`src/rtl/alarm_pulse_decoder.sv`:
```
// Receive-side decoder for the one-hot buzzer lines: validates pulse shape and width,
// emits per-pulse events, keeps saturating per-channel counts and sticky error flags.
module alarm_pulse_decoder #(
   parameter int unsigned PULSE_LEN = 31,
   parameter int unsigned TOL       = 1,
   parameter int unsigned LEN_W     = 6,
   parameter int unsigned CNT_W     = 8
) (
   input  logic             clk,
   input  logic             rst_n,
   input  logic             ena,
   input  logic [2:0]       buz,
   input  logic             clr,
   input  logic [1:0]       rd_sel,
   output logic [CNT_W-1:0] rd_data,
   output logic             event_valid,
   output logic [1:0]       event_code,
   output logic [LEN_W-1:0] event_len,
   output logic [2:0]       alarm_latched,
   output logic             err_multi,
   output logic             err_len
);

   localparam logic [LEN_W-1:0] LEN_MAX = '1;
   localparam logic [CNT_W-1:0] CNT_MAX = '1;
   localparam int unsigned      LEN_LO  = PULSE_LEN - TOL;
   localparam int unsigned      LEN_HI  = PULSE_LEN + TOL;

   typedef enum logic [1:0] {StIdle, StMeasure, StWaitLow} state_t;

   state_t           state_q, state_d;
   logic [1:0]       ch_q, ch_d;
   logic [LEN_W-1:0] len_q, len_d;
   logic [CNT_W-1:0] cnt_q [3];
   logic [CNT_W-1:0] cnt_d [3];
   logic [CNT_W-1:0] total_q, total_d;
   logic [CNT_W-1:0] rd_data_q, rd_mux;
   logic [2:0]       alarm_q;
   logic             err_multi_q, err_len_q;
   logic             ev_valid_q;
   logic [1:0]       ev_code_q;
   logic [LEN_W-1:0] ev_len_q;

   logic             ev_fire, set_multi, set_len;
   logic             buz_onehot, len_ok;
   logic [1:0]       buz_idx;
   logic [2:0]       ch_hot;

   assign buz_onehot = (buz == 3'b001) || (buz == 3'b010) || (buz == 3'b100);
   assign buz_idx    = buz[0] ? 2'd0 : (buz[1] ? 2'd1 : 2'd2);
   assign ch_hot     = 3'b001 << ch_q;
   // A saturated length is compared as-is, so it only passes if the window reaches LEN_MAX.
   assign len_ok     = (32'(len_q) >= LEN_LO) && (32'(len_q) <= LEN_HI);

   always_comb begin
      state_d   = state_q;
      ch_d      = ch_q;
      len_d     = len_q;
      ev_fire   = 1'b0;
      set_multi = 1'b0;
      set_len   = 1'b0;
      unique case (state_q)
         StIdle: begin
            if (buz == 3'b000) begin
               state_d = StIdle;
            end else if (buz_onehot) begin
               state_d = StMeasure;
               ch_d    = buz_idx;
               len_d   = LEN_W'(1);
            end else begin
               set_multi = 1'b1;
               state_d   = StWaitLow;
            end
         end
         StMeasure: begin
            if (buz == ch_hot) begin
               len_d = (len_q == LEN_MAX) ? len_q : len_q + LEN_W'(1);
            end else if (buz == 3'b000) begin
               state_d = StIdle;
               ev_fire = len_ok;
               set_len = !len_ok;
            end else begin
               set_multi = 1'b1;
               state_d   = StWaitLow;
            end
         end
         StWaitLow: begin
            if (buz == 3'b000) state_d = StIdle;
         end
         default: state_d = StWaitLow;
      endcase
   end

   always_comb begin
      for (int i = 0; i < 3; i++) begin
         cnt_d[i] = cnt_q[i];
         if (ev_fire && (ch_q == 2'(i)) && (cnt_q[i] != CNT_MAX)) cnt_d[i] = cnt_q[i] + CNT_W'(1);
      end
      total_d = total_q;
      if (ev_fire && (total_q != CNT_MAX)) total_d = total_q + CNT_W'(1);
   end

   // Readback samples the counters before this edge's update.
   always_comb begin
      rd_mux = total_q;
      case (rd_sel)
         2'd0:    rd_mux = cnt_q[0];
         2'd1:    rd_mux = cnt_q[1];
         2'd2:    rd_mux = cnt_q[2];
         default: rd_mux = total_q;
      endcase
   end

   always_ff @(posedge clk or negedge rst_n) begin
      if (!rst_n) begin
         state_q     <= StWaitLow;
         ch_q        <= '0;
         len_q       <= '0;
         for (int i = 0; i < 3; i++) cnt_q[i] <= '0;
         total_q     <= '0;
         rd_data_q   <= '0;
         alarm_q     <= '0;
         err_multi_q <= 1'b0;
         err_len_q   <= 1'b0;
         ev_valid_q  <= 1'b0;
         ev_code_q   <= '0;
         ev_len_q    <= '0;
      end else if (ena) begin
         state_q    <= state_d;
         ch_q       <= ch_d;
         len_q      <= len_d;
         rd_data_q  <= rd_mux;
         ev_valid_q <= ev_fire;
         if (ev_fire) begin
            ev_code_q <= ch_q + 2'd1;
            ev_len_q  <= len_q;
         end
         if (clr) begin
            for (int i = 0; i < 3; i++) cnt_q[i] <= '0;
            total_q     <= '0;
            alarm_q     <= '0;
            err_multi_q <= 1'b0;
            err_len_q   <= 1'b0;
         end else begin
            for (int i = 0; i < 3; i++) cnt_q[i] <= cnt_d[i];
            total_q <= total_d;
            if (ev_fire) alarm_q <= alarm_q | ch_hot;
            if (set_multi) err_multi_q <= 1'b1;
            if (set_len) err_len_q <= 1'b1;
         end
      end else begin
         ev_valid_q <= 1'b0;
      end
   end

   assign rd_data       = rd_data_q;
   assign event_valid   = ev_valid_q;
   assign event_code    = ev_code_q;
   assign event_len     = ev_len_q;
   assign alarm_latched = alarm_q;
   assign err_multi     = err_multi_q;
   assign err_len       = err_len_q;

endmodule

```
`config.mk`:
```
export PLATFORM = sky130hd
export DESIGN_NAME = alarm_pulse_decoder
export DESIGN_NICKNAME = d
export VERILOG_FILES = /design/src/rtl/alarm_pulse_decoder.sv
export SDC_FILE = /design/constraint.sdc
export NUM_CORES = 1
export LEC_CHECK = 0
export CORE_MARGIN = 5
export CORE_UTILIZATION = 60
export CTS_BUF_LIST = sky130_fd_sc_hd__clkbuf_4 sky130_fd_sc_hd__clkbuf_8
export CTS_CLUSTER_DIAMETER = 120
export DETAILED_ROUTE_END_ITERATION = 8
export PLACE_DENSITY_LB_ADDON = 0.15
export SYNTH_ARGS = -nofsm -noshare
export SYNTH_HDL_FRONTEND = slang
export SYNTH_SLANG_ARGS = --single-unit
```
`constraint.sdc`:
```
create_clock -name clk -period 3.44 [get_ports clk]
set_clock_uncertainty 0.05 [all_clocks]
set_input_delay 1.032 -clock clk [delete_from_list [all_inputs] [get_ports clk]]
set_output_delay 1.032 -clock clk [all_outputs]
set_load 0.01 [all_outputs]
```
==> flow_summary.toml <==
[power_and_ir_drop]
power.density_nw_per_um2 = 434
swShare_pct = 28.6
clockPowerShare_pct = 36.0
p_sw_uw = 511
pwr-share-seq_pct = 48.4
finalPower_mw = 1.79
p_leak_nw = 1.74
ir_drop_mv = 0.282
power_frac_comb_pct = 15.6
intPower_mw = 1.28

[synthesis]
yosysTopAreaCell = "dfrtp_1"
yosysMostFrequentCell = "dfrtp_1"
netlist_instances = 353
synth.ff_latch_count = 64
synthesis.nets = 371
synthTopCellsByArea = "dfrtp_1 (45%), mux4_2 (5.2%), nand2_1 (4.7%)"
synth_enable_flop_cells = 0
yosys.area.top_type_share_pct = 45.1
seq_area_frac_synth_pct = 45.8
synth_common_cells = "dfrtp_1 (63), nand2_1 (44), nor2_1 (19)"
synthArstFlopShare_pct = 100
synth_area_um2 = 3500
ys_warn_count = 0
synth_cell_type_count = 56
synth_area_per_cell_um2 = 9.91
ys.flop_type = "dfrtp_1"

[route]
route.met3.wl_um = 527
vias = 2892
wl_met2_um = 3860
vias_per_cell = 6.17
drtIter0Drc = 317
wl_met1_um = 3690
highest_layer = "met4"
drc_errors = 0
ant_nets = 0
drt_pass1_iterations = 5
wl_per_cell_um = 17.5
wl_um = 8200

[sta]
drv_slew = 0
grt_setup_unrepaired = "no"
max_freq_ghz = 0.309
final_hold_viol_count = 0
slew_headroom_pct = 54.6
finalSetupViolCount = 0
tightest_slew_ns = 0.675
post-route-period-util_pct = 94.0
worst_slack_ns = 0.207
finalCriticalPeriod_ns = 3.23

[clocking]
cts_tree = "yes"
htree_levels = 3
cts-root-buf = "clkbuf_8"
path_clk_slew_ns = 0.07
ctsHoldBuffers = 0
cts.sinks = 64
cts-buffers-inserted = 9
clockBufferDepth = 2
post_cts_resized = 0
clk_latency_ns = 0.35
post_cts_buffers = 0

[worst_setup_path]
required_ns = 3.65
r2r_slack_ns = 0.73
cp_max_fo = 8
cp-start-kind = "input pin"
reg2reg_to = "cnt_q[18]$_DFFE_PN0P_"
endpoint = "cnt_q[18]$_DFFE_PN0P_"
cp.arrival_ns = 3.44
cp-end-kind = "register"
rr_startpoint = "ch_q[0]$_DFFE_PN0P_"
r2r_cells = 8
startpoint = "buz[2]"
critical_path_class = "in2reg"

[hold_path]
hold_depth = 2
hp-class = "reg2reg"

[floorplanning]
num_rows = 27
initial_core_util_pct = 62.7
dieHeight_um = 86.3
io_pins = 31
dieWidth_um = 86.3
dieArea_um2 = 7460
core_area_um2 = 5570

[run_status]
status = "complete, no violations"

[finish]
drive_above_1_share_pct = 14.9
area_growth_pct = 18.0
num_antenna_cells = 0
final_net_count = 410
fillers = 386

[global_routing]
grt_pass1_wl_um = 13900
globalRouteTotalUtil_pct = 24.4
grt_remaining_overflow = 0
grt_max_degree = 24
first_global_vias = 2838
antenna_found_initial = 0

[placed_design]
routabilityCongestion = 0.910
port_buffers = 30
pre_cts_slack_ns = -0.137
hpwl_um = 5940

[run]
maxCapViolations = 0
## kinds of logic (layout without fill, tap and decap cells)
logic type	after synthesis	count (layout)	synth area share (%)
AND/OR/NAND/NOR	143	143	21.6
XOR/XNOR	22	22	5.51
multiplexers	18	18	8.34
AO/OA/AOI/OAI	62	62	11.3
buffers and inverters	35	79	4.15
adder cells (fa/ha/maj)	9	9	3.22
flip-flops	64	64	45.8
## final cells by class
| class | instances | area, um^2 | share of cell area, % |
|---|---|---|---|
| Inverter | 15 | 56.3 | 1.36 |
| Sequential cell | 64 | 1600 | 38.9 |
| Clock buffer | 11 | 139 | 3.37 |
| Timing Repair Buffer | 48 | 430 | 10.4 |
| Tap cell | 72 | 90.1 | 2.18 |
| Multi-Input combinational cell | 254 | 1750 | 42.4 |
| Clock inverter | 5 | 57.6 | 1.40 |
## cell usage in the layout (no fill, tap or decap), drive strengths merged, types with 2 or more instances in the layout
| cell type | n |
|---|---|
| buf | 19 |
| xnor2 | 18 |
| nand2 | 44 |
| nand4 | 9 |
| ha | 9 |
| a21oi | 16 |
| nand3 | 17 |
| nor4 | 11 |
| dfrtp | 63 |
| nor2 | 19 |
| clkbuf | 11 |
| or3 | 7 |
| nor4b | 4 |
| o22ai | 5 |
| mux4 | 8 |
| and4 | 2 |
| nor3b | 4 |
| a31o | 2 |
| nand3b | 3 |
| xor2 | 4 |
| o21ai | 17 |
| inv | 15 |
| o31ai | 5 |
| nor3 | 5 |
| or4 | 4 |
| clkinv | 4 |
| mux2 | 9 |
| clkdlybuf4s50 | 29 |
| nand2b | 3 |
| and2 | 6 |
## power by group through the flow
| stage | clock [mW] | combinational (mW) | sequential, mW |
|---|---|---|---|
| 6_report | 0.645 | 0.279 | 0.866 |
| 5_1_grt | 0.700 | 0.312 | 0.875 |
| 4_1_cts | 0.651 | 0.278 | 0.865 |
| 3_5_place_dp | 0 | 0.276 | 0.879 |
| 3_3_place_gp | 0 | 0.267 | 0.875 |
| 2_1_floorplan | 0 | 0.184 | 0.859 |
## registers in the layout, summed over array words and instances, names as in the netlist
| register | cells |
|---|---|
| rd_data | 8 |
| ch_q | 2 |
| err_multi | 1 |
| state_q | 2 |
| err_len | 1 |
| alarm_latched | 3 |
| event_code | 2 |
| len_q | 6 |
| event_len | 6 |
| total_q | 8 |
| cnt_q | 24 |
| event_valid | 1 |
## stage by stage
stage | hold slack (ns) | std cells | instance area, um^2 | util, % | TNS (ns)
2_1_floorplan | 0.425 | 353 | 3500 | - | 0
3_3_place_gp | 0.409 | 453 | 3930 | 70.5 | -0.254
3_5_place_dp | 0.415 | 453 | 3930 | 70.5 | -0.526
4_1_cts | 0.433 | 469 | 4130 | 74.0 | 0
5_1_grt | 0.443 | 469 | 4130 | 74.0 | 0
6_report | 0.431 | 469 | 4130 | 74.0 | 0
## worst min-delay path by stage
stage | from | to | slack [ns]
after floorplan | ch_q[1]$_DFFE_PN0P_ | ch_q[1]$_DFFE_PN0P_ | 0.42
after global placement | event_len[1]$_DFFE_PN0P_ | event_len[1]$_DFFE_PN0P_ | 0.41
after detailed placement | event_len[1]$_DFFE_PN0P_ | event_len[1]$_DFFE_PN0P_ | 0.41
after CTS | event_len[1]$_DFFE_PN0P_ | event_len[1]$_DFFE_PN0P_ | 0.43
after global routing | event_len[1]$_DFFE_PN0P_ | event_len[1]$_DFFE_PN0P_ | 0.44
final | event_len[1]$_DFFE_PN0P_ | event_len[1]$_DFFE_PN0P_ | 0.43
## critical path, stage by stage
cell and delay [ns]:
clkdlybuf4s50_1 0.42, or3_4 0.40, a311o_1 0.36, or4b_4 0.59, buf_4 0.18, or3_1 0.30, a21oi_1 0.17
## metal layers
| layer | GRT usage (%) | vias to the layer above |
|---|---|---|
| met3 | 6.37 | 12 |
| met2 | 36.9 | 119 |
| met5 | 0 | - |
| li1 | - | 1359 |
| met1 | 34.3 | 1402 |
| met4 | 8.07 | 0 |
(Power assumes the default switching activity.)
